===== src/rtl/oldland_dbus_bridge.sv =====
`default_nettype none
//============================================================================
// Module      : oldland_dbus_bridge
// Description : Bridges the Oldland CPU memory-stage data port onto an
//               external request/acknowledge bus. A request seen in IDLE is
//               registered onto the bus and held there until the bus answers.
//               The answer is returned as a single-cycle d_ack or d_error
//               pulse, and any read data is latched onto d_data.
//
// Ports       : clk, rst            - clock, synchronous active-high reset
//               d_addr/d_bytesel/d_wr_en/d_wr_val/d_access
//                                   - request from the memory stage
//               d_data/d_ack/d_error
//                                   - response to the memory stage
//               bus_addr/bus_bytesel/bus_wr_en/bus_wr_val/bus_access
//                                   - registered request on the external bus
//               bus_data/bus_ack/bus_error
//                                   - response from the external bus
//
// Parameters  : timeout_cycles - BUS cycles without a response before the
//                                transaction is failed (1..65535)
// Macros      : OLDLAND_DBUS_TIMEOUT_EN - when defined, enables the timeout
//                                counter; otherwise BUS waits indefinitely.
//
// Revision    : 1.0 - initial release
//============================================================================
module oldland_dbus_bridge #(
    parameter int unsigned timeout_cycles = 256
) (
    input  logic        clk,
    input  logic        rst,
    // Memory-stage side
    input  logic [29:0] d_addr,
    input  logic [3:0]  d_bytesel,
    input  logic        d_wr_en,
    input  logic [31:0] d_wr_val,
    input  logic        d_access,
    output logic [31:0] d_data,
    output logic        d_ack,
    output logic        d_error,
    // External bus side
    output logic [29:0] bus_addr,
    output logic [3:0]  bus_bytesel,
    output logic        bus_wr_en,
    output logic [31:0] bus_wr_val,
    output logic        bus_access,
    input  logic [31:0] bus_data,
    input  logic        bus_ack,
    input  logic        bus_error
);

    typedef enum logic [1:0] {
        ST_IDLE = 2'd0,
        ST_BUS  = 2'd1,
        ST_RESP = 2'd2
    } state_t;

    state_t      r_state;
    state_t      w_state_next;

    logic [29:0] r_addr;
    logic [3:0]  r_bytesel;
    logic        r_wr_en;
    logic [31:0] r_wr_val;
    logic [31:0] r_data;
    logic        r_ack;
    logic        r_err;

    logic        w_capture;
    logic        w_ack_next;
    logic        w_err_next;
    logic [31:0] w_data_next;
    logic        w_timeout;

`ifdef OLDLAND_DBUS_TIMEOUT_EN
    // The counter holds the number of completed BUS cycles without a
    // response, so the last permitted cycle is the one where it reads
    // timeout_cycles-1.
    localparam logic [15:0] c_TIMEOUT_LAST = 16'(timeout_cycles - 1);

    logic [15:0] r_count;

    assign w_timeout = (r_count == c_TIMEOUT_LAST);

    always_ff @(posedge clk) begin
        if (rst) begin
            r_count <= 16'd0;
        end else if (w_capture) begin
            r_count <= 16'd0;
        end else if (r_state == ST_BUS && !bus_ack && !bus_error) begin
            r_count <= r_count + 16'd1;
        end
    end
`else
    assign w_timeout = 1'b0;
`endif

    // Next-state and response decode. bus_error is tested before bus_ack so
    // an erroring bus can never be reported as a successful completion, and
    // any real response beats a timeout falling in the same cycle.
    always_comb begin
        w_state_next = r_state;
        w_capture    = 1'b0;
        w_ack_next   = 1'b0;
        w_err_next   = 1'b0;
        w_data_next  = r_data;
        case (r_state)
            ST_IDLE: begin
                if (d_access) begin
                    w_capture    = 1'b1;
                    w_state_next = ST_BUS;
                end
            end
            ST_BUS: begin
                if (bus_error) begin
                    w_state_next = ST_RESP;
                    w_err_next   = 1'b1;
                    w_data_next  = 32'd0;
                end else if (bus_ack) begin
                    w_state_next = ST_RESP;
                    w_ack_next   = 1'b1;
                    if (!r_wr_en) begin
                        w_data_next = bus_data;
                    end
                end else if (w_timeout) begin
                    w_state_next = ST_RESP;
                    w_err_next   = 1'b1;
                    w_data_next  = 32'd0;
                end
            end
            ST_RESP: begin
                w_state_next = ST_IDLE;
            end
            default: begin
                w_state_next = ST_IDLE;
            end
        endcase
    end

    always_ff @(posedge clk) begin
        if (rst) begin
            r_state   <= ST_IDLE;
            r_addr    <= 30'd0;
            r_bytesel <= 4'd0;
            r_wr_en   <= 1'b0;
            r_wr_val  <= 32'd0;
            r_data    <= 32'd0;
            r_ack     <= 1'b0;
            r_err     <= 1'b0;
        end else begin
            r_state <= w_state_next;
            r_ack   <= w_ack_next;
            r_err   <= w_err_next;
            r_data  <= w_data_next;
            if (w_capture) begin
                r_addr    <= d_addr;
                r_bytesel <= d_bytesel;
                r_wr_en   <= d_wr_en;
                r_wr_val  <= d_wr_val;
            end
        end
    end

    assign bus_addr    = r_addr;
    assign bus_bytesel = r_bytesel;
    assign bus_wr_en   = r_wr_en;
    assign bus_wr_val  = r_wr_val;
    assign bus_access  = (r_state == ST_BUS);

    assign d_data  = r_data;
    assign d_ack   = r_ack;
    assign d_error = r_err;

endmodule
`default_nettype wire

===== config.mk =====
export PLATFORM = sky130hd
export DESIGN_NAME = oldland_dbus_bridge
export DESIGN_NICKNAME = d
export VERILOG_FILES = /design/src/rtl/oldland_dbus_bridge.sv
export SDC_FILE = /design/constraint.sdc
export NUM_CORES = 1
export LEC_CHECK = 0
export CORE_UTILIZATION = 37
export DETAILED_ROUTE_END_ITERATION = 12
export GPL_TIMING_DRIVEN = 0
export PLACE_DENSITY_LB_ADDON = 0.05
export SLEW_MARGIN = 30
export SYNTH_ARGS = -nofsm -noshare
export SYNTH_HDL_FRONTEND = slang
export SYNTH_SLANG_ARGS = --single-unit

===== constraint.sdc =====
create_clock -name clk -period 1.5 [get_ports clk]
set_input_delay 0.3 -clock clk [delete_from_list [all_inputs] [get_ports clk]]
set_output_delay 0.3 -clock clk [all_outputs]
set_load 0.05 [all_outputs]

==> impl_metrics.sql <==
INSERT INTO impl_metrics (metric_group, metric, value, unit) VALUES
('setup_path', 'timing.setup.critical_path_class', 'register to output pin', ''),
('detailed_routing', 'detailroute.via_count', '3390', ''),
('timing', 'worst_clock_skew', '0.00823', 'ns'),
('clock_network', 'cts_num_sinks', '103', ''),
('job', 'cap_viol_max_count', '0', ''),
('floorplanning', 'rows', '34', ''),
('setup_path', 'cp.arrival', '1.19', 'ns'),
('setup_path', 'start_kind', 'register', ''),
('detailed_routing', 'drt_pre_antenna_iters', '4', ''),
('hold_path', 'hold_class', 'register to register', ''),
('floorplanning', 'io_pins', '206', ''),
('detailed_routing', 'detail_route.iter0.violations', '61', ''),
('global_route', 'initial_antenna_violation_count', '0', ''),
('final_layout', 'num-fill-cells', '733', ''),
('place', 'dpl.hpwl', '7.28', 'mm'),
('setup_path', 'worstPathMaxFanout', '4', ''),
('global_route', 'first_global_vias', '3276', ''),
('floorplanning', 'start_util', '38.9', '%'),
('detailed_routing', 'antenna_violating_nets_post_route', '0', ''),
('setup_path', 'worstSetupEndpointType', 'output pin', ''),
('synth', 'synth_nets', '484', ''),
('final_layout', 'antenna_cells_inserted', '0', ''),
('place', 'finalWeightedCongestion', '0.757', ''),
('timing', 'finalSetupViolations', '0', ''),
('synth', 'most_frequent_cell_after_synthesis', 'sky130_fd_sc_hd__nand2_1', ''),
('floorplanning', 'die_area', '9740', 'um^2'),
('synth', 'synth_area_leader_cell', 'sky130_fd_sc_hd__dfxtp_1', ''),
('timing', 'slew_headroom', '67.9', '%'),
('synth', 'synthesis.instances', '380', ''),
('global_route', 'grt_use_total', '20.6', '%'),
('timing', 'final.min_clock_period', '1.49', 'ns'),
('floorplanning', 'die_width', '98.7', 'um'),
('detailed_routing', 'routedWlPerCell', '13.9', 'um'),
('clock_network', 'cts_tree', 'built', ''),
('timing', 'finalHoldWorstSlack', '0.458', 'ns'),
('clock_network', 'clock_root_buffer', 'sky130_fd_sc_hd__clkbuf_8', ''),
('global_route', 'grt_pass1_wl', '16.0', 'mm'),
('synth', 'postSynthAreaPerCell', '9.10', 'um^2'),
('detailed_routing', 'post_drt_via_cell_ratio', '4.75', ''),
('floorplanning', 'core', '8890', 'um^2'),
('synth', 'ys_seq_area_share', '59.6', '%'),
('final_layout', 'instances_no_fill', '713', ''),
('timing', 'report.final.hold_viol_count', '0', ''),
('final_layout', 'syn2layout_area_growth', '74.6', '%'),
('clock_network', 'cts-hold-fix-buffers', '0', ''),
('final_layout', 'num-nets-final', '704', ''),
('timing', 'timing.fmax', '672', 'MHz'),
('clock_network', 'clk_pin_slew', '0.09', 'ns'),
('clock_network', 'cts-htree-levels', '3', ''),
('global_route', 'global_route.overflow_total', '0', ''),
('timing', 'final_min_period_over_clock_period', '99.2', '%'),
('clock_network', 'numCtsBuffers', '9', ''),
('synth', 'mappedNetlistArea', '3460', 'um^2'),
('synth', 'synth_seq_cells', '103', ''),
('timing', 'tightest_slew', '0.481', 'ns'),
('clock_network', 'clock_latency', '0.36', 'ns'),
('power', 'power.leakage', '2.28', 'nW'),
('timing', 'grt_setup_unrepaired', 'true', ''),
('place', 'numPlacedInstances', '693', ''),
('synth', 'ys_types', '19', ''),
('place', 'numPortBuffers', '205', ''),
('global_route', 'grt_max_degree', '18', ''),
('timing', 'report.final.slew_viol_count', '0', ''),
('run_status', 'status', 'finished clean', ''),
('synth', 'top_flip_flop_cell_by_instance_count_after_synthesis', 'sky130_fd_sc_hd__dfxtp_1', ''),
('synth', 'synth-warning-count', '0', ''),
('detailed_routing', 'remaining_drc_errors', '0', ''),
('power', 'power_density', '991', 'nW/um^2'),
('synth', 'synth_top_cells_by_area', 'sky130_fd_sc_hd__dfxtp_1, sky130_fd_sc_hd__nand2_1, sky130_fd_sc_hd__a21oi_1', ''),
('synth', 'synth_common_cells', 'sky130_fd_sc_hd__nand2_1, sky130_fd_sc_hd__dfxtp_1, sky130_fd_sc_hd__a21oi_1', ''),
('floorplanning', 'die_h', '98.7', 'um'),
('detailed_routing', 'routed_wl', '9.92', 'mm'),
('synth', 'synth_top_area_share', '59.6', '%'),
('clock_network', 'cts_max_path_buffers', '2', ''),
('final_layout', 'final_layout_size_suffix_gt1_share', '25.0', '%'),
('setup_path', 'worst-endpoint-required', '1.20', 'ns'),
('power', 'power.ir.vdd_worst', '0.689', 'mV'),
('synth', 'async_set_or_reset_register_ratio_after_synthesis', '0', '%'),
('synth', 'synth-edff-count', '0', '');
==> final cells by class <==
cell class	count	area [um^2]	share of cell area, %
plain buffers	28	185	3.07
clock buffers	11	141	2.34
clock inverters	5	38.8	0.642
inverters	1	7.51	0.124
multi-input cells	247	1240	20.6
flip-flops and latches	103	2070	34.2
well taps	108	135	2.24
repair buffers	210	2220	36.7
==> final timing paths <==
path            startpoint             to  slack [ns]  cells after the start
min          bus_wr_val[9]  bus_wr_val[9]        0.46                      2
max             r_state[1]     bus_access        0.01                      3
min reg2reg  bus_wr_val[9]  bus_wr_val[9]        0.46                      2
max reg2reg     r_state[1]     d_data[12]        0.09                      5
==> cell usage in the layout (no fill, tap or decap), drive strengths merged <==
cell           instances
clkinv                 1
inv                    3
nand2b                 3
clkbuf                26
nor3                   2
nor2                   3
a21oi                 68
nor4                   1
nor3b                  2
dfxtp                103
nand2                134
clkdlybuf4s15         99
o2bb2ai                1
clkdlybuf4s50        103
a22o                  32
clkinvlp               2
buf                   21
or3b                   1
==> sequential cells by signal, indices dropped and copies added, names as in the netlist <==
| name | cells |
|---|---|
| bus_wr_val | 32 |
| d_data | 32 |
| bus_addr | 30 |
| bus_bytesel | 4 |
| r_state | 2 |
| bus_wr_en | 1 |
| d_ack | 1 |
| d_error | 1 |
==> metrics by stage <==
stage	setup TNS, ns	total power, mW	setup slack (ns)	util (%)	cell area, um^2
after floorplan	0	3.79	0.0187	-	3460
after global placement	-36.61	4.41	-0.410	63.5	5650
after detailed placement	-38.14	4.43	-0.432	63.5	5650
after CTS	-0.0512	6.02	-0.0358	67.1	5970
after global routing	-0.0541	6.27	-0.0509	67.9	6040
final	0	5.98	0.0119	67.9	6040
==> routing by layer <==
| metal | wire (um) | vias to the layer above | track usage (%) |
|---|---|---|---|
| li1 | - | 1704 | - |
| met1 | 4110 | 1548 | 24.4 |
| met2 | 4860 | 127 | 35.0 |
| met3 | 785 | 11 | 7.59 |
| met4 | 168 | 0 | 5.74 |
| met5 | 0 | - | 0 |
==> worst max-delay path, cell delays in order, from the launching register on <==
cell                         delay [ns]
sky130_fd_sc_hd__dfxtp_4           0.38
sky130_fd_sc_hd__nand2b_4          0.17
sky130_fd_sc_hd__clkinvlp_4        0.12
sky130_fd_sc_hd__buf_6             0.17
==> report_power, final <==
group          total, mW  leakage (nW)  switching (mW)  internal, mW
Sequential          2.94         0.843          0.0724          2.87
Clock               1.62        0.0907           0.954         0.666
Combinational       1.42          1.35           0.838         0.581
Total               5.98          2.28            1.86          4.12
==> kinds of logic (layout without fill, tap and decap cells) <==
| kind of cell | count (synthesis) | after routing | share of synthesized area [%] |
|---|---|---|---|
| simple gates | 146 | 146 | 17.2 |
| buf+inv | 30 | 255 | 4.78 |
| compound gates | 101 | 101 | 18.4 |
| flops | 103 | 103 | 59.6 |
==> what timing repair did <==
action / 4_1_cts / 5_1_grt
resized for setup: 316 / 22
pin swaps: 0 / 1
setup endpoints to repair: 162 / 92
buffers inserted: 0 / 5
Power figures use the tool's default switching activity.
